`src/rtl/tx_test_sequencer_pkg.sv`:
```
// Shared types and constants for the tx test sequencer.
// The state encoding is pinned to 3 bits so it lines up with existing state debug buses.
package tx_test_pkg;

  localparam int SEG_W      = 16;
  localparam int CNT_W      = 32;
  localparam int BYTE_IDX_W = 10;
  localparam int TMR_W      = 16;

  localparam logic [7:0] FILL_BYTE_DEF = 8'h12;

  typedef enum logic [2:0] {
    ST_IDLE     = 3'd0,
    ST_WAIT_RDY = 3'd1,
    ST_SEND     = 3'd2,
    ST_GAP      = 3'd3,
    ST_RGAP     = 3'd4,
    ST_FINISH   = 3'd5
  } state_e;

  // A zero segment count still means one packet per round.
  function automatic logic [SEG_W-1:0] seg_max_norm(input logic [SEG_W-1:0] v);
    return (v == '0) ? SEG_W'(1) : v;
  endfunction

endpackage

```
`src/rtl/tx_test_sequencer_if.sv`:
```
// MAC tx byte interface between the sequencer (master) and the MAC (slave).
interface tx_test_sequencer_if;
  logic       tx_en;
  logic [7:0] tx_data;
  logic       tx_ready;

  modport master (output tx_en, output tx_data, input tx_ready);
  modport slave  (input tx_en, input tx_data, output tx_ready);
endinterface

```
`src/rtl/tx_test_sequencer_gap_timer.sv`:
```
// Loadable down-counter with a zero flag; times both the packet gap and the round gap.
module gap_timer
  import tx_test_pkg::*;
(
  input  logic             clk,
  input  logic             rst_n,
  input  logic             load,
  input  logic [TMR_W-1:0] load_val,
  output logic             expired
);

  logic [TMR_W-1:0] cnt_q, cnt_d;

  always_comb begin
    cnt_d = cnt_q;
    if (load) begin
      cnt_d = load_val;
    end else if (cnt_q != '0) begin
      cnt_d = cnt_q - 1'b1;
    end
  end

  always_ff @(posedge clk or negedge rst_n) begin
    if (!rst_n) begin
      cnt_q <= '0;
    end else begin
      cnt_q <= cnt_d;
    end
  end

  assign expired = (cnt_q == '0);

endmodule

```
`src/rtl/tx_test_sequencer.sv`:
```
// Transmit test traffic sequencer: rounds of fixed-size packets, aux byte bumped once per round.
// Define DROP_INJECT_EN to add the packet-suppression inputs used for receiver loss testing.
//
// state     | meaning
// IDLE      | waiting for start
// WAIT_RDY  | waiting for tx_ready before the next packet
// SEND      | driving packet bytes (or a suppressed packet slot)
// GAP       | idle between packets of a round
// RGAP      | idle after the last packet of a round
// FINISH    | one-cycle done pulse
module tx_test_sequencer
  import tx_test_pkg::*;
#(
  parameter int unsigned PACKETSIZE  = 33,
  parameter int unsigned WHEREIS_AUX = 0,
  parameter int unsigned GAP_CYCLES  = 10,
  parameter int unsigned ROUND_GAP   = 3,
  parameter logic [7:0]  FILL_BYTE   = FILL_BYTE_DEF
) (
  input  logic              clk,
  input  logic              rst_n,
  input  logic              start,
  input  logic              stop,
  input  logic [SEG_W-1:0]  segment_number_max,
  input  logic [SEG_W-1:0]  aux_rounds,
`ifdef DROP_INJECT_EN
  input  logic [7:0]        drop_aux,
  input  logic [SEG_W-1:0]  drop_seg_lo,
  input  logic [SEG_W-1:0]  drop_seg_hi,
  input  logic [0:0]        drop_arm,
`endif
  tx_test_sequencer_if.master tx,
  output logic              busy,
  output logic              done,
  output logic [7:0]        aux_cnt,
  output logic [SEG_W-1:0]  seg_cnt,
  output logic [CNT_W-1:0]  pkt_count
);

  localparam logic [BYTE_IDX_W-1:0] LAST_BYTE = BYTE_IDX_W'(PACKETSIZE - 1);
  localparam logic [BYTE_IDX_W-1:0] AUX_IDX   = BYTE_IDX_W'(WHEREIS_AUX);
  // The gap state itself covers every idle cycle, so the timer loads N-1 to last N cycles.
  localparam logic [TMR_W-1:0] GAP_LOAD  = TMR_W'(GAP_CYCLES - 1);
  localparam logic [TMR_W-1:0] RGAP_LOAD = TMR_W'(GAP_CYCLES + ROUND_GAP - 1);

  state_e                 state_q, state_d;
  logic [BYTE_IDX_W-1:0]  byte_q, byte_d;
  logic [SEG_W-1:0]       seg_q, seg_d;
  logic [7:0]             aux_q, aux_d;
  logic [SEG_W-1:0]       round_q, round_d;
  logic [CNT_W-1:0]       pkt_q, pkt_d;
  logic [SEG_W-1:0]       seg_max_q, seg_max_d;
  logic [SEG_W-1:0]       rounds_q, rounds_d;
  logic                   stop_req_q, stop_req_d;
  logic                   drop_q, drop_d;
  logic                   tx_en_q, tx_en_d;
  logic [7:0]             tx_data_q, tx_data_d;
  logic                   busy_q, busy_d;
  logic                   done_q, done_d;

  logic                   tmr_load;
  logic [TMR_W-1:0]       tmr_val;
  logic                   tmr_expired;
  logic                   start_pkt;
  logic                   stop_pend;

  gap_timer u_gap_timer (
    .clk      (clk),
    .rst_n    (rst_n),
    .load     (tmr_load),
    .load_val (tmr_val),
    .expired  (tmr_expired)
  );

  always_comb begin
    state_d    = state_q;
    byte_d     = byte_q;
    seg_d      = seg_q;
    aux_d      = aux_q;
    round_d    = round_q;
    pkt_d      = pkt_q;
    seg_max_d  = seg_max_q;
    rounds_d   = rounds_q;
    stop_req_d = stop_req_q;
    drop_d     = drop_q;
    tmr_load   = 1'b0;
    tmr_val    = '0;
    start_pkt  = 1'b0;
    stop_pend  = stop_req_q | stop;

    if (state_q != ST_IDLE && stop) begin
      stop_req_d = 1'b1;
    end

    case (state_q)
      ST_IDLE: begin
        if (start && !stop) begin
          state_d    = ST_WAIT_RDY;
          aux_d      = '0;
          seg_d      = '0;
          pkt_d      = '0;
          round_d    = '0;
          seg_max_d  = seg_max_norm(segment_number_max);
          rounds_d   = aux_rounds;
          stop_req_d = 1'b0;
        end
      end
      ST_WAIT_RDY: begin
        if (stop_pend) begin
          state_d = ST_FINISH;
        end else if (tx.tx_ready) begin
          start_pkt = 1'b1;
        end
      end
      ST_SEND: begin
        if (byte_q == LAST_BYTE) begin
          if (!drop_q && pkt_q != '1) begin
            pkt_d = pkt_q + 32'd1;
          end
          tmr_load = 1'b1;
          if (seg_q == seg_max_q - 16'd1) begin
            state_d = ST_RGAP;
            tmr_val = RGAP_LOAD;
          end else begin
            state_d = ST_GAP;
            tmr_val = GAP_LOAD;
          end
        end else begin
          byte_d = byte_q + 10'd1;
        end
      end
      ST_GAP: begin
        if (tmr_expired) begin
          seg_d = seg_q + 16'd1;
          if (stop_pend) begin
            state_d = ST_FINISH;
          end else if (tx.tx_ready) begin
            start_pkt = 1'b1;
          end else begin
            state_d = ST_WAIT_RDY;
          end
        end
      end
      ST_RGAP: begin
        if (tmr_expired) begin
          seg_d   = '0;
          aux_d   = aux_q + 8'd1;
          round_d = round_q + 16'd1;
          if (stop_pend || (rounds_q != '0 && round_d == rounds_q)) begin
            state_d = ST_FINISH;
          end else if (tx.tx_ready) begin
            start_pkt = 1'b1;
          end else begin
            state_d = ST_WAIT_RDY;
          end
        end
      end
      ST_FINISH: begin
        state_d = ST_IDLE;
      end
      default: begin
        state_d = ST_IDLE;
      end
    endcase

    // Ready is sampled here only, so a packet once started always runs to its full length.
    if (start_pkt) begin
      state_d = ST_SEND;
      byte_d  = '0;
`ifdef DROP_INJECT_EN
      drop_d  = drop_arm[0] && (aux_d == drop_aux) &&
                (seg_d >= drop_seg_lo) && (seg_d <= drop_seg_hi);
`else
      drop_d  = 1'b0;
`endif
    end

    tx_en_d   = (state_d == ST_SEND) && !drop_d;
    tx_data_d = tx_en_d ? ((byte_d == AUX_IDX) ? aux_d : FILL_BYTE) : 8'h00;
    busy_d    = (state_d != ST_IDLE);
    done_d    = (state_d == ST_FINISH);
  end

  always_ff @(posedge clk or negedge rst_n) begin
    if (!rst_n) begin
      state_q    <= ST_IDLE;
      byte_q     <= '0;
      seg_q      <= '0;
      aux_q      <= '0;
      round_q    <= '0;
      pkt_q      <= '0;
      seg_max_q  <= '0;
      rounds_q   <= '0;
      stop_req_q <= 1'b0;
      drop_q     <= 1'b0;
      tx_en_q    <= 1'b0;
      tx_data_q  <= '0;
      busy_q     <= 1'b0;
      done_q     <= 1'b0;
    end else begin
      state_q    <= state_d;
      byte_q     <= byte_d;
      seg_q      <= seg_d;
      aux_q      <= aux_d;
      round_q    <= round_d;
      pkt_q      <= pkt_d;
      seg_max_q  <= seg_max_d;
      rounds_q   <= rounds_d;
      stop_req_q <= stop_req_d;
      drop_q     <= drop_d;
      tx_en_q    <= tx_en_d;
      tx_data_q  <= tx_data_d;
      busy_q     <= busy_d;
      done_q     <= done_d;
    end
  end

  assign tx.tx_en   = tx_en_q;
  assign tx.tx_data = tx_data_q;
  assign busy       = busy_q;
  assign done       = done_q;
  assign aux_cnt    = aux_q;
  assign seg_cnt    = seg_q;
  assign pkt_count  = pkt_q;

endmodule

```
`src/flat_wrapper.sv`:
```
// flat-port wrapper written by rule: the top's interface ports become plain ports
module tx_test_sequencer_flat import tx_test_pkg::*;
#(
  parameter int unsigned PACKETSIZE  = 33,
  parameter int unsigned WHEREIS_AUX = 0,
  parameter int unsigned GAP_CYCLES  = 10,
  parameter int unsigned ROUND_GAP   = 3,
  parameter logic [7:0]  FILL_BYTE   = FILL_BYTE_DEF
)
  (clk, rst_n, start, stop, segment_number_max, aux_rounds, busy, done, aux_cnt, seg_cnt, pkt_count, tx_tx_en, tx_tx_data, tx_tx_ready);
  tx_test_sequencer_if tx_i ();
  input  logic clk;
  input  logic rst_n;
  input  logic start;
  input  logic stop;
  input  logic [SEG_W-1:0] segment_number_max;
  input  logic [SEG_W-1:0] aux_rounds;
  output logic busy;
  output logic done;
  output logic [7:0] aux_cnt;
  output logic [SEG_W-1:0] seg_cnt;
  output logic [CNT_W-1:0] pkt_count;
  output wire logic [$bits(tx_i.tx_en)-1:0] tx_tx_en;
  output wire logic [$bits(tx_i.tx_data)-1:0] tx_tx_data;
  input wire logic [$bits(tx_i.tx_ready)-1:0] tx_tx_ready;
  assign tx_tx_en = tx_i.tx_en;
  assign tx_tx_data = tx_i.tx_data;
  assign tx_i.tx_ready = tx_tx_ready;
  tx_test_sequencer #(.PACKETSIZE(PACKETSIZE), .WHEREIS_AUX(WHEREIS_AUX), .GAP_CYCLES(GAP_CYCLES), .ROUND_GAP(ROUND_GAP), .FILL_BYTE(FILL_BYTE)) u_core (.clk(clk), .rst_n(rst_n), .start(start), .stop(stop), .segment_number_max(segment_number_max), .aux_rounds(aux_rounds), .tx(tx_i), .busy(busy), .done(done), .aux_cnt(aux_cnt), .seg_cnt(seg_cnt), .pkt_count(pkt_count));
endmodule
```
`config.mk`:
```
export PLATFORM = sky130hd
export DESIGN_NAME = tx_test_sequencer_flat
export DESIGN_NICKNAME = d
export VERILOG_FILES = /design/src/rtl/tx_test_sequencer_pkg.sv /design/src/rtl/tx_test_sequencer_if.sv /design/src/rtl/tx_test_sequencer_gap_timer.sv /design/src/rtl/tx_test_sequencer.sv /design/src/flat_wrapper.sv
export SDC_FILE = /design/constraint.sdc
export NUM_CORES = 1
export LEC_CHECK = 0
export ABC_AREA = 0
export BUFFER_PORTS_ARGS = -buffer_cell sky130_fd_sc_hd__buf_2
export CAP_MARGIN = 20
export CORE_MARGIN = 1
export CORE_UTILIZATION = 40
export DETAILED_ROUTE_END_ITERATION = 6
export GPL_TIMING_DRIVEN = 0
export SLEW_MARGIN = 20
export SYNTH_ARGS = -nofsm -noshare
export SYNTH_HDL_FRONTEND = slang
export SYNTH_SLANG_ARGS = --single-unit
```
`constraint.sdc`:
```
create_clock -name clk -period 2.5 [get_ports clk]
set_input_delay 0.25 -clock clk [delete_from_list [all_inputs] [get_ports clk]]
set_output_delay 0.25 -clock clk [all_outputs]
set_load 0.01 [all_outputs]
```
[Word level (Yosys, flattened, before mapping)]
Cells that the tools add are included.
Storage, ports and cells
  register bits: 146
  input bits: 37
  output and inout port bits: 67
  logic and storage cells: 110
Operators by class
  $add $sub $neg: 7
  equality and inequality tests: 15
  muxes and demuxes: 47
  bitwise operators: 1
  reductions and logical operators: 25
Operator list (number)
  2-to-1 mux 16 bit: 9
  2-to-1 mux 32 bit: 3
  one-hot mux 32 bit (2 select lines): 1
  one-hot mux 16 bit (3 select lines): 1
  2-to-1 mux 3 bit: 11
  adder 16 x 1 -> 16 bit, second input constant: 2
  adder 32 x 1 -> 32 bit, second input constant: 1
  == test 16 bit: 2
  logical NOT 16 bit: 2
  2-to-1 mux 8 bit: 4
  != test 32 bit, second input constant: 1
  one-hot mux 16 bit (2 select lines): 1
  nonzero test 16 bit: 2
  subtractor 16 x 1 -> 16 bit, second input constant: 2
  2-to-1 mux 10 bit: 3
  one-hot mux 8 bit (2 select lines): 1
  one-hot mux 3 bit (5 select lines): 1
  2-to-1 mux 1 bit: 11
  adder 10 x 1 -> 10 bit, second input constant: 1
  == test 10 x 6 -> 1 bit, second input constant: 1
  logical NOT 10 bit: 1
  != test 2 x 1 -> 1 bit, second input constant: 5
  == test 3 x 2 -> 1 bit, second input constant: 3
  nonzero test 3 bit: 3
  other kinds (13): 23

[Depth between registers and ports, before layout]
Gate-level depths: netlist of the first run.
  depth in word-level cells: 11
  depth in mapped cells: 11
  depth with buffers taken out: 10

[Cells and area by module]
From an unflattened synthesis of the first run, not the netlist that was laid out.
Second synthesis, totals
  cells, all modules: 960
  area total of the unflattened synthesis: 8434.3 µm²
By module, submodules not included
  tx_test_sequencer: times used 1, cells an instance 856, area an instance 7428.4 µm², seq. area each 3253.1 µm²
  gap_timer: times used 1, cells an instance 104, area an instance 1006.0 µm², seq. area each 400.4 µm²

[Worst setup path before layout of the first run]
OpenSTA, ideal clock, no wires.
  path type: reg2reg
  from: register u_core.u_gap_timer.cnt_q[4]
  to: register u_core.seg_q[10], in the netlist u_core.seg_cnt[10]
  setup time: 0.119 ns
  data arrival time: 2.593 ns
  required time: 2.381 ns
  path slack: -0.212 ns
  cell stages (with the launch flop): 10
  buffers on the path: 1
  period minus slack after synthesis: 2.712 ns
  cells stage by stage: dfrtp_1 or4_1 buf_2 or4b_4 o31ai_2 and3_1 and2b_4 nand4_2 xor2_1 nor2_2
On the way
  cells in the longest elaborated chain, start to end: 3
  elaborated cells between the ends (all ways): 4
  classes of those cells: eq/ne (2); reduce/logical (2)
RTL lines
  start: declaration: line tx_test_sequencer_gap_timer.sv:12  | logic [TMR_W-1:0] cnt_q, cnt_d;
  start signal: assignment: line tx_test_sequencer_gap_timer.sv:27  | cnt_q <= cnt_d;
  logical NOT 16 bit *: line tx_test_sequencer_gap_timer.sv:31  | assign expired = (cnt_q == '0);
  != test 2 x 1 -> 1 bit (no line)
  AND reduction 4 bit (no line) *
  end signal: assignment: line tx_test_sequencer.sv:203  | seg_q <= seg_d;
  end: declaration: line tx_test_sequencer.sv:48  | logic [SEG_W-1:0] seg_q, seg_d;
Every way passes the cells marked *; elsewhere a longest branch is shown, timed or not.
A chain may end at the register's enable or synchronous reset.

[Worst setup path after layout of the first run]
  from: register u_core.u_gap_timer.cnt_q[7]
  to: register u_core.done_q, in the netlist u_core.done
On the way
  cells in the longest elaborated chain, start to end: 5
  elaborated cells between the ends (all ways): 9
  classes of those cells: eq/ne (1); mux (7); reduce/logical (1)
RTL lines
  logical NOT 16 bit *: line tx_test_sequencer_gap_timer.sv:31
  2-to-1 mux 3 bit, or another cell as far along: line tx_test_sequencer.sv:145  | if (tmr_expired) begin
  one-hot mux 3 bit (5 select lines) or one-hot mux 1 bit (3 select lines) (tied branches): line tx_test_sequencer.sv:95  | case (state_q)
  2-to-1 mux 3 bit *: line tx_test_sequencer.sv:167  | if (start_pkt) begin
  == test 3 bit *: line tx_test_sequencer.sv:181  | done_d = (state_d == ST_FINISH);
  named net u_core.done_d: line tx_test_sequencer.sv:59  | logic done_q, done_d;
  end signal: assignment: line tx_test_sequencer.sv:214  | done_q <= done_d;
  end: declaration: line tx_test_sequencer.sv:59
The timed path passes the listed nets; every way through them passes the cells marked *.

==> metrics, run 1 <==
# rows 51; PortBufs 103; CP Data Arrival Time 3010 ps; max frequency 372.2 MHz; footprint of the multi-input gates 4837 um^2; first-pass GRT wire length 34,800 um; DIE WIDTH 144.7 um; Seq. cell area 3665 um^2; pin count of the biggest net entering global routing 76; Tot Pwr 9.735 mW; Rel. slew slack 45.36%; mapped cell area 8149 um^2; failing checks setup timing; LEAKAGE 4.920 nW; # DRC 0; vias in the first global route 6,735; post-route cell area 10,750 um^2; post-synth cell types 71; Post-DP HPWL 14,630 um; Mapped Avg Cell Area 8.819 um^2; Area growth syn-to-layout 31.89%; syn nets 969; Post-synth top flop dfrtp_1; clock skew 7.844 ps; CTS root buffer clkbuf_16; compound-cell area share of the yosys netlist 9.919%; period utilization 107.5%; total wire length 21,720 um; largest family of logic cells by synthesized area simple AND/OR/NAND/NOR gates; async set-reset flop share out of synthesis 100.0%; CTS tree done; Ant. Diodes 0; synth top area cells dfrtp_1 (45%), nand2_1 (7.2%), xor2_1 (5.9%); CTS H-tree lvls 4; Placer Congestion 0.8840; TNS Setup -3404 ps; P per Cell Area 905.7 nW/um^2; final net count 1,142; CTS Buf Count 17; DRT iter0 DRCs 424; clk buf depth 2; Bufs and invs on worst path 1; Pre-Repair DR Iteration Count 6; CP Cell Sequence or4_4 -> buf_4 -> nor4b_4 -> nand2_2 -> a211oi_4 -> nor2_2 -> a21boi_4 -> a2bb2oi_2 -> a2111oi_4; Max-cap violations 0; layout cells sized above 1 28.74%; sequential share of the synthesized area 44.83%; Placeable Area 19,720 um^2; total grt overflow 0; initial antenna violation count 0; Worst setup SP type flop; min Tclk post-route 2687 ps; Synth Area in Adders 1.228%; Placed Area 9061 um^2; Fillers 1,771; setup violators final 34; status complete, but fails checks; vias per cell 5.235; Die H 144.7 um; Place WS -804.6 ps; Final Hold Violating Endpoints 0; Worst-path clk slew 60 ps; post-synthesis instance total 924; Ports 104; crit path kind flop to flop; Crit-path slowest cell or4_4; Final Max Slew Viols 0; Synth top area share 44.83%; CTS Sinks 146; critical path's top delay family simple AND/OR/NAND/NOR gates; endpoint class of the critical path flop; number of synthesized register bits 146; vias post-DR 7,198; Max rail drop VDD 582.3 uV; simple-gate area share of the yosys netlist 29.19%; Total Routing Usage GR 21.51%; warnings from Yosys 0; mux cell area share after synthesis 0.7830%; Worst Path Max Fanout 4; clock latency on the worst-skew pair 430 ps; Tightest Pin Transition 817.9 ps; RSZ-0062 raised after global routing true; initial core utilization 41.33%; slowest stage delay, CP 560 ps; fin worst setup slack -186.9 ps; Total Die Area 20,950 um^2; wire per inst 15.80 um; post-route ant nets 0; min-delay worst type input pin to flop; xor/xnor cell area share of the yosys netlist 10.96%; post-synth top area cell dfrtp_1; Worst Path Required 2820 ps; Post-synth EDFFs 0
## path summary, 6_finish.rpt
check | startpoint | slack (ps) | cells past startpoint | endpoint
max | u_core.u_gap_timer.cnt_q[7] | -190 | 9 | u_core.done
min | aux_rounds[8] | 10 | 3 | u_core.rounds_q[8]
max reg2reg | u_core.u_gap_timer.cnt_q[7] | -190 | 9 | u_core.done
min reg2reg | u_core.seg_max_q[15] | 510 | 2 | u_core.seg_max_q[15]
max in group asynchronous | rst_n | 1350 | 3 | u_core.seg_max_q[4]
min in group asynchronous | rst_n | 350 | 2 | u_core.pkt_count[14]
## area by class of cell
class	instances	share of cell area [%]
Clock buffer	18	4.086
Buffer	28	1.700
Sequential cell	146	34.10
Tap cell	265	3.085
Multi-Input combinational cell	720	45.01
Timing Repair Buffer	168	10.17
Clock inverter	14	1.292
Inverter	16	0.5588
## state kept, by name, summed over array words and instances, names as in the netlist
name                      count
u_core.stop_req_q             1
u_core.busy                   1
u_core.seg_max_q             16
u_core.seg_cnt               16
u_core.tx.tx_en               1
u_core.state_q                3
u_core.drop_q                 1
u_core.done                   1
u_core.round_q               16
u_core.tx.tx_data             8
u_core.pkt_count             32
u_core.byte_q                10
u_core.u_gap_timer.cnt_q     16
u_core.aux_cnt                8
u_core.rounds_q              16
## worst reg2reg max path, delay by kind of cell, from the launching register on
family / cells / cell delay, ps
AND/OR/NAND/NOR: 4 / 1080
AO/OA/AOI/OAI: 4 / 940
flip-flops: 1 / 390
buffers and inverters: 1 / 170
## where the power goes
part	switching [mW]	total, mW	internal [mW]
logic	1.89	3.48	1.60
clock network	1.11	2.54	1.43
registers	0.778	3.71	2.94
total	3.77	9.73	5.96
## cell families (layout without fill, tap and decap cells)
logic type | after synthesis | in the layout
xor gates and xnor gates | 102 | 102
AOI/OAI and AO/OA | 131 | 132
buffers and inverters | 59 | 244
muxes | 6 | 6
and+or+nand+nor | 472 | 472
adders and majority gates | 8 | 8
DFF | 146 | 146
## synth_stat cells (all sizes together) (4+ instances only)
cell type / n
buf: 6
xor2: 55
and3: 17
or3: 8
ha: 8
a211oi: 7
o31ai: 6
dfrtp: 146
and4: 14
a31oi: 10
nor2b: 6
nor3b: 8
nand2b: 9
nor4: 26
xnor2: 47
nand3: 44
o21ai: 53
inv: 16
clkbuf: 37
nor2: 96
or4: 4
nand4b: 4
a21oi: 28
nand2: 156
nand4: 22
or2: 5
nor3: 23
and2: 14
## cells in the final DEF, fill, tap and decap left out, drive strengths merged, types with 4 or more instances in the layout
cell,instances
nor3,23
nor4,26
a211oi,7
dfrtp,146
or3,8
a21oi,28
nor2b,6
nand4b,4
o31ai,6
or2,5
xor2,55
nor2,96
clkbuf,39
nand2,156
buf,163
inv,25
and4,14
and3,17
and2,14
dlygate4sd3,12
nor3b,8
xnor2,47
nand2b,9
ha,8
a31oi,10
nand3,44
nand4,22
or4,4
o21ai,53
## repair_timing
action / 4_1_cts / 5_1_grt
setup endpoints to repair: 121 / 103
resized for setup: 101 / 72
cloned: 2 / 0
hold buffers: 12 / 0
setup buffers: 28 / 24
endpoints found under the hold margin: 85 / 0
pin swaps: 29 / 25
## metrics by stage
| step | utilization [%] | hold slack [ps] | instances |
|---|---|---|---|
| finish | 54.51 | 15.00 | 1375 |
| detailed placement | 45.95 | 265.7 | 1293 |
| CTS | 52.41 | 0.3134 | 1355 |
| floorplan | - | -45.59 | 924 |
| global placement | 45.76 | 440.3 | 1292 |
| global route | 54.51 | 13.19 | 1375 |
## metal layers
metal	global-route usage, %	vias to the layer above	part of all wire, %
li1	-	3565	-
met4	6.260	0	1.5
met5	0	-	0
met3	3.521	21	3.2
met2	34.59	132	48
met1	29.74	3480	47
Power figures use the tool's default switching activity.
==> inputs of run 2 (changes only) <==
--- a/config.mk
+++ b/config.mk
@@ -11,7 +11,9 @@
 export CORE_MARGIN = 1
 export CORE_UTILIZATION = 40
 export DETAILED_ROUTE_END_ITERATION = 6
+export GPL_ROUTABILITY_DRIVEN = 0
 export GPL_TIMING_DRIVEN = 0
+export PLACE_DENSITY = 0.62
 export SLEW_MARGIN = 20
 export SYNTH_ARGS = -nofsm -noshare
 export SYNTH_HDL_FRONTEND = slang
==> run 2 against run 1 <==
Against the previous run: the run still ends with setup timing left; sequential power is 1% higher; global-route usage fell by 0.31 points; critical path depth unchanged; hold slack worse by 7.9 ps; clock skew is 3.7 ps higher; clock-buffer cell count fell by 1; sequential share of layout area fell by 0.66 points; flip-flop and latch count unchanged; power is 4.0% higher; cell count rose by 1.0%; critical path type unchanged; critical endpoint is now u_core.seg_cnt[5]; largest power group is now combinational logic.
==> metrics, run 2 (synthesis gave the netlist of run 1 again) <==
Crit-path slowest cell or4b_4; Die H 144.7 um (unchanged); Bufs and invs on worst path 2 (+1); most frequent cells in the layout nand2_1 (149), dfrtp_1 (128), buf_2 (102); vias in the first global route 6,678 (-0.85%); # DRC 0 (unchanged); Placeable Area 19,720 um^2 (unchanged); commonest non-fill, non-tap cell in the layout nand2_1; Post-DP HPWL 14,490 um (-0.97%); Final Max Slew Viols 0 (unchanged); PortBufs 103 (unchanged); CTS tree done; period utilization 107.6% (about the same); CTS root buffer clkbuf_16; P per Cell Area 920.9 nW/um^2 (+1.7%); layout cells sized above 1 32.12% (+3.4 points); pin count of the biggest net entering global routing 76 (unchanged); # rows 51 (unchanged); DIE WIDTH 144.7 um (unchanged); total grt overflow 0 (unchanged); status complete, but fails checks; clock skew 11.55 ps (+3.707 ps); fin worst setup slack -189.4 ps (-2.507 ps); Max-cap violations 0 (unchanged); CTS Sinks 146 (unchanged); CP Data Arrival Time 3010 ps (about the same); CP Cell Sequence or4_4 -> or4b_4 -> o31ai_4 -> nand4_4 -> buf_4 -> buf_6 -> nor2_4 -> xnor2_1 -> nor2_1; Tightest Pin Transition 625.7 ps (-192.2 ps); initial antenna violation count 0 (unchanged); slowest stage delay, CP 600 ps (+40 ps); Rel. slew slack 57.91% (+13 points); Worst Path Required 2820 ps (about the same); Largest register FFs 32 (unchanged); Worst-path clk slew 70 ps (about the same); Tot Pwr 10.12 mW (+4.0%); vias per cell 5.288 (+1.0%); critical path's top delay family simple AND/OR/NAND/NOR gates; endpoint class of the critical path flop; Total Routing Usage GR 21.20% (-0.31 points); setup violators final 33 (-2.9%); first-pass GRT wire length 34,390 um (-1.2%); Max rail drop VDD 527.7 uV (-9.4%); Pre-Repair DR Iteration Count 7 (+1); min-delay worst type input pin to flop; final net count 1,156 (+1.2%); initial core utilization 41.33% (unchanged); CTS Buf Count 17 (unchanged); total wire length 22,050 um (+1.5%); Total Die Area 20,950 um^2 (unchanged); clk buf depth 2 (unchanged); RSZ-0062 raised after global routing true; fin cells 1,389 (+1.0%); Final Hold Violating Endpoints 0 (unchanged); Post-Place Cells 1,293 (unchanged); Worst setup SP type flop; Area growth syn-to-layout 34.90%; DRT iter0 DRCs 384 (-9.4%); failing checks setup timing; clock latency on the worst-skew pair 440 ps (about the same); vias post-DR 7,345 (+2.0%); hold_ws 7.060 ps (-7.940 ps); CTS H-tree lvls 4 (unchanged); max frequency 371.8 MHz (about the same); wire per inst 15.87 um (+0.48%); Ports 104 (unchanged); LEAKAGE 5.011 nW (+1.9%); Ant. Diodes 0 (unchanged); min Tclk post-route 2689 ps (+2.507 ps); post-route ant nets 0 (unchanged); Worst Path Max Fanout 4 (unchanged); crit path kind flop to flop
## run 2: cell count changes in the layout (fill, tap and decap cells not counted), sizes merged
cell	change
inv	+1
clkbuf	-1
dlygate4sd3	+1
buf	+13
## run 2: layout make-up
| type | count | area, um^2 |
|---|---|---|
| fillers | 1752 | 8725 |
| multi-input cells | 720 | 4941 |
| flip-flops and latches | 146 | 3676 |
| repair buffers | 183 | 1225 |
| clock buffers | 17 | 425.4 |
| well taps | 265 | 331.6 |
| plain buffers | 27 | 173.9 |
| clock inverters | 15 | 160.2 |
| inverters | 16 | 60.06 |
## run 2: path summary, 6_finish.rpt
| path | from | to | slack, ps | depth (start not counted) |
|---|---|---|---|---|
| max in group asynchronous | rst_n | u_core.round_q[9] | 1360 | 3 |
| min in group asynchronous | rst_n | u_core.pkt_count[13] | 340 | 2 |
| min reg2reg | u_core.seg_max_q[15] | u_core.seg_max_q[15] | 500 | 2 |
| max reg2reg | u_core.u_gap_timer.cnt_q[7] | u_core.seg_cnt[5] | -190 | 9 |
| min | aux_rounds[3] | u_core.rounds_q[3] | 7 | 3 |
| max | u_core.u_gap_timer.cnt_q[7] | u_core.seg_cnt[5] | -190 | 9 |
## run 2: per-stage QoR
step	util [%]	TNS (ps)	area, um^2	setup WS, ps
floorplan	-	-1143	8177	-139.0
global placement	45.76	-196010	9024	-1062
detailed placement	45.95	-43300	9061	-705.7
CTS	52.30	-3510	10310	-216.7
global route	55.75	-6835	10990	-262.1
finish	55.75	-3019	10990	-189.4
## run 2: power breakdown
part | internal, mW | switching, mW | total [mW]
logic | 1.78 | 2.02 | 3.80
registers | 2.95 | 0.796 | 3.75
clock network | 1.42 | 1.16 | 2.58
total | 6.15 | 3.98 | 10.1
## run 2: routing by layer
metal,wire length [um],track usage [%],vias to the layer above
met5,0,0,-
met4,371,6.593,0
met3,736,3.422,28
met2,10740,34.29,166
met1,10190,29.03,3546
li1,-,-,3605
## run 2: what timing repair did
action / in CTS / in global routing
pin swaps: 24 / 48
gates cloned: 1 / 2
endpoints found under the hold margin: 83 / 0
setup buffers: 21 / 43
hold buffers: 13 / 0
resized for setup: 102 / 100
endpoints found under the setup margin: 121 / 117
## run 2: tightest hold or removal path: stages
cell,delay [ps]
buf_2,80
nand2_1,40
nand2_1,50
==> inputs of run 3 (changes only) <==
--- a/config.mk
+++ b/config.mk
@@ -14,7 +14,9 @@
 export GPL_ROUTABILITY_DRIVEN = 0
 export GPL_TIMING_DRIVEN = 0
 export PLACE_DENSITY = 0.62
+export SETUP_SLACK_MARGIN = 0.5
 export SLEW_MARGIN = 20
 export SYNTH_ARGS = -nofsm -noshare
 export SYNTH_HDL_FRONTEND = slang
 export SYNTH_SLANG_ARGS = --single-unit
+export TNS_END_PERCENT = 30
==> run 3 against run 2 <==
Against the previous run: cell count hardly changed; die area stayed put; the run still ends with setup timing left; first-iteration DRC count is 10% lower; core utilization is 1.4 points higher; worst setup slack worse by 150 ps; hold slack better by 5.6 ps; cell area is 2.5% higher; flip-flop and latch count stayed put; critical path type unchanged.
==> metrics, run 3 (synthesis gave the netlist of run 1 again) <==
status complete, but fails checks; failing checks setup timing; critical path's top delay family simple AND/OR/NAND/NOR gates; Die H 144.7 um (unchanged); post-route cell area 11,270 um^2 (+2.5%); initial core utilization 41.33% (unchanged); DRT iter0 DRCs 344 (-10%); PortBufs 103 (unchanged); P per Cell Area 901.6 nW/um^2 (-2.1%); worst-case reg-to-reg path depth 9 (unchanged); R2R Path Start u_core.u_gap_timer.cnt_q[5]; Largest register FFs 32 (unchanged); Hold Crit Depth 3 (unchanged); DIE WIDTH 144.7 um (unchanged); Fillers 1,706 (-2.6%); min Tclk post-route 2840 ps (+151.0 ps); endpoint class of the critical path flop; commonest non-fill, non-tap cell in the layout nand2_1; Ports 104 (unchanged); R2R Path End u_core.seg_cnt[10]; Worst setup SP type flop; clk buf depth 2 (unchanged); clock share of power 25.4% (about the same); Ant. Diodes 0 (unchanged); total wire length 22,490 um (+2.0%); Seq. cell area 3670 um^2 (-0.17%); pin count of the biggest net entering global routing 88 (+16%); Tightest Pin Transition 839.6 ps (+214.0 ps); Final Max Slew Viols 0 (unchanged); Worst-path clk slew 70 ps (about the same); max frequency 352.1 MHz (-5.3%); initial antenna violation count 0 (unchanged); Placeable Area 19,720 um^2 (unchanged); met1 GRT Util 29.44% (+0.41 points); post-route ant nets 0 (unchanged); min-delay worst type input pin to flop; fin worst setup slack -340.4 ps (-151.0 ps); CP Data Arrival Time 3170 ps (+160 ps); vias post-DR 7,369 (+0.33%); most frequent cells in the layout nand2_1 (142), dfrtp_1 (133), buf_2 (104); Max rail drop VDD 557.6 uV (+5.6%); setup violators final 64 (+94%); Worst Path Max Fanout 5 (+1); final net count 1,157 (+0.087%); fin util 57.16% (+1.4 points); clock skew 10.15 ps (-1.399 ps); period utilization 113.6% (+6.0 points); register share of total power 36.0% (-1.0 points); Comb pwr share 38.6% (+1.1 points); CTS Buf Count 17 (unchanged); layout cells sized above 1 34.40% (+2.3 points); Post-DP HPWL 14,490 um (about the same); Total Routing Usage GR 21.96% (+0.76 points); footprint of the multi-input gates 5117 um^2 (+3.6%); total grt overflow 0 (unchanged); met2 Use GR 35.93% (+1.6 points); Final Hold Violating Endpoints 0 (unchanged); vias per cell 5.301 (+0.25%); LEAKAGE 5.104 nW (+1.9%); cell internal pwr 6.158 mW (+0.19%); vias in the first global route 6,861 (+2.7%); crit path kind flop to flop; Sw Share 39.40% (+0.11 points); CP Cell Sequence or4_4 -> buf_6 -> or4b_4 -> o31ai_4 -> and3_4 -> and2b_4 -> nand4_4 -> xor2_1 -> nor2_2; Bufs and invs on worst path 1 (-1); Area growth syn-to-layout 38.31%; wire per inst 16.18 um (+1.9%); CTS tree done; WHS Endpoint u_core.rounds_q[2]; slowest stage delay, CP 550 ps (-50 ps); Total Die Area 20,950 um^2 (unchanged); Rel. slew slack 43.90% (-14 points); # DRC 0 (unchanged); Placed Area 9061 um^2 (unchanged); first-pass GRT wire length 35,490 um (+3.2%); # rows 51 (unchanged); Crit-path slowest cell or4_4; CTS Sinks 146 (unchanged); CTS root buffer clkbuf_16; RSZ-0062 raised after global routing true; Pre-Repair DR Iteration Count 5 (-2); met3 GRT Util 4.179% (+0.76 points); clock latency on the worst-skew pair 440 ps (about the same); CTS H-tree lvls 4 (unchanged); Max-cap violations 0 (unchanged); Reg2Reg Setup Slack -340 ps (-150 ps); Hold Crit Start aux_rounds[2]; Worst Path Required 2830 ps (about the same); gr busiest metal met2; Psw 4.003 mW (+0.65%)
run 3: cell count changes in the layout (fill, tap and decap cells not counted), sizes merged:
cell	delta
buf	-13
clkbuf	+12
clkinvlp	+1
dlygate4sd3	+2
inv	-1
run 3: power by group through the flow:
stage	clock network (mW)	registers, mW	logic [mW]
3_3_place_gp	0	3.58	2.82
2_1_floorplan	0	3.45	2.21
6_report	2.58	3.66	3.92
5_1_grt	2.72	3.74	4.30
4_1_cts	2.63	3.62	3.57
3_5_place_dp	0	3.59	2.88
run 3: tightest hold or removal path, delay by kind of cell:
kind | cells | cell delay (ps)
buffers and inverters | 1 | 70
AOI/OAI and AO/OA | 1 | 60
and+or+nand+nor | 1 | 30
run 3: routing by layer:
metal | vias up | part of all wire [%]
li1 | 3597 | -
met1 | 3578 | 45
met2 | 161 | 49
met3 | 33 | 4.0
met4 | 0 | 1.6
met5 | - | 0
run 3: timing repair:
item	in CTS	in global routing
pin swaps	70	53
gates resized for setup	192	94
endpoints found under the hold margin	100	0
hold buffers	15	0
buffers inserted	34	14
endpoints found under the setup margin	144	143
gates cloned	2	0
run 3: cell type report:
class	instances	area share (%)
buffer	43	2.786
clock buffer	17	3.774
clock inverter	15	1.432
inverter	16	0.5329
multi-input combinational	720	45.40
sequential	146	32.56
tap	265	2.942
timing repair buffer	168	10.57
run 3: worst max path at each step:
stage,startpoint,depth (start not counted),slack (ps),end
after floorplan,u_core.u_gap_timer.cnt_q[5],9,-140,u_core.seg_cnt[10]
after global placement,rst_n,1,-1090,u_core.rounds_q[12]
after global routing,u_core.u_gap_timer.cnt_q[5],9,-440,u_core.seg_cnt[15]
after detailed placement,u_core.round_q[5],9,-770,u_core.done
final,u_core.u_gap_timer.cnt_q[5],9,-340,u_core.seg_cnt[10]
after CTS,u_core.u_gap_timer.cnt_q[5],9,-280,u_core.seg_cnt[10]
run 3: through the flow:
step           worst slack, ps  hold WS [ps]  instances  total power, mW  setup TNS, ps
2_1_floorplan           -138.8        -45.59        924            5.668          -1166
3_3_place_gp             -1087         440.7       1292            6.399        -200010
3_5_place_dp            -767.6         302.7       1293            6.470         -42100
4_1_cts                 -278.8         1.840       1376            9.813          -6391
5_1_grt                 -436.3         12.00       1390            10.76         -18560
6_report                -340.4         12.71       1390            10.16         -11590
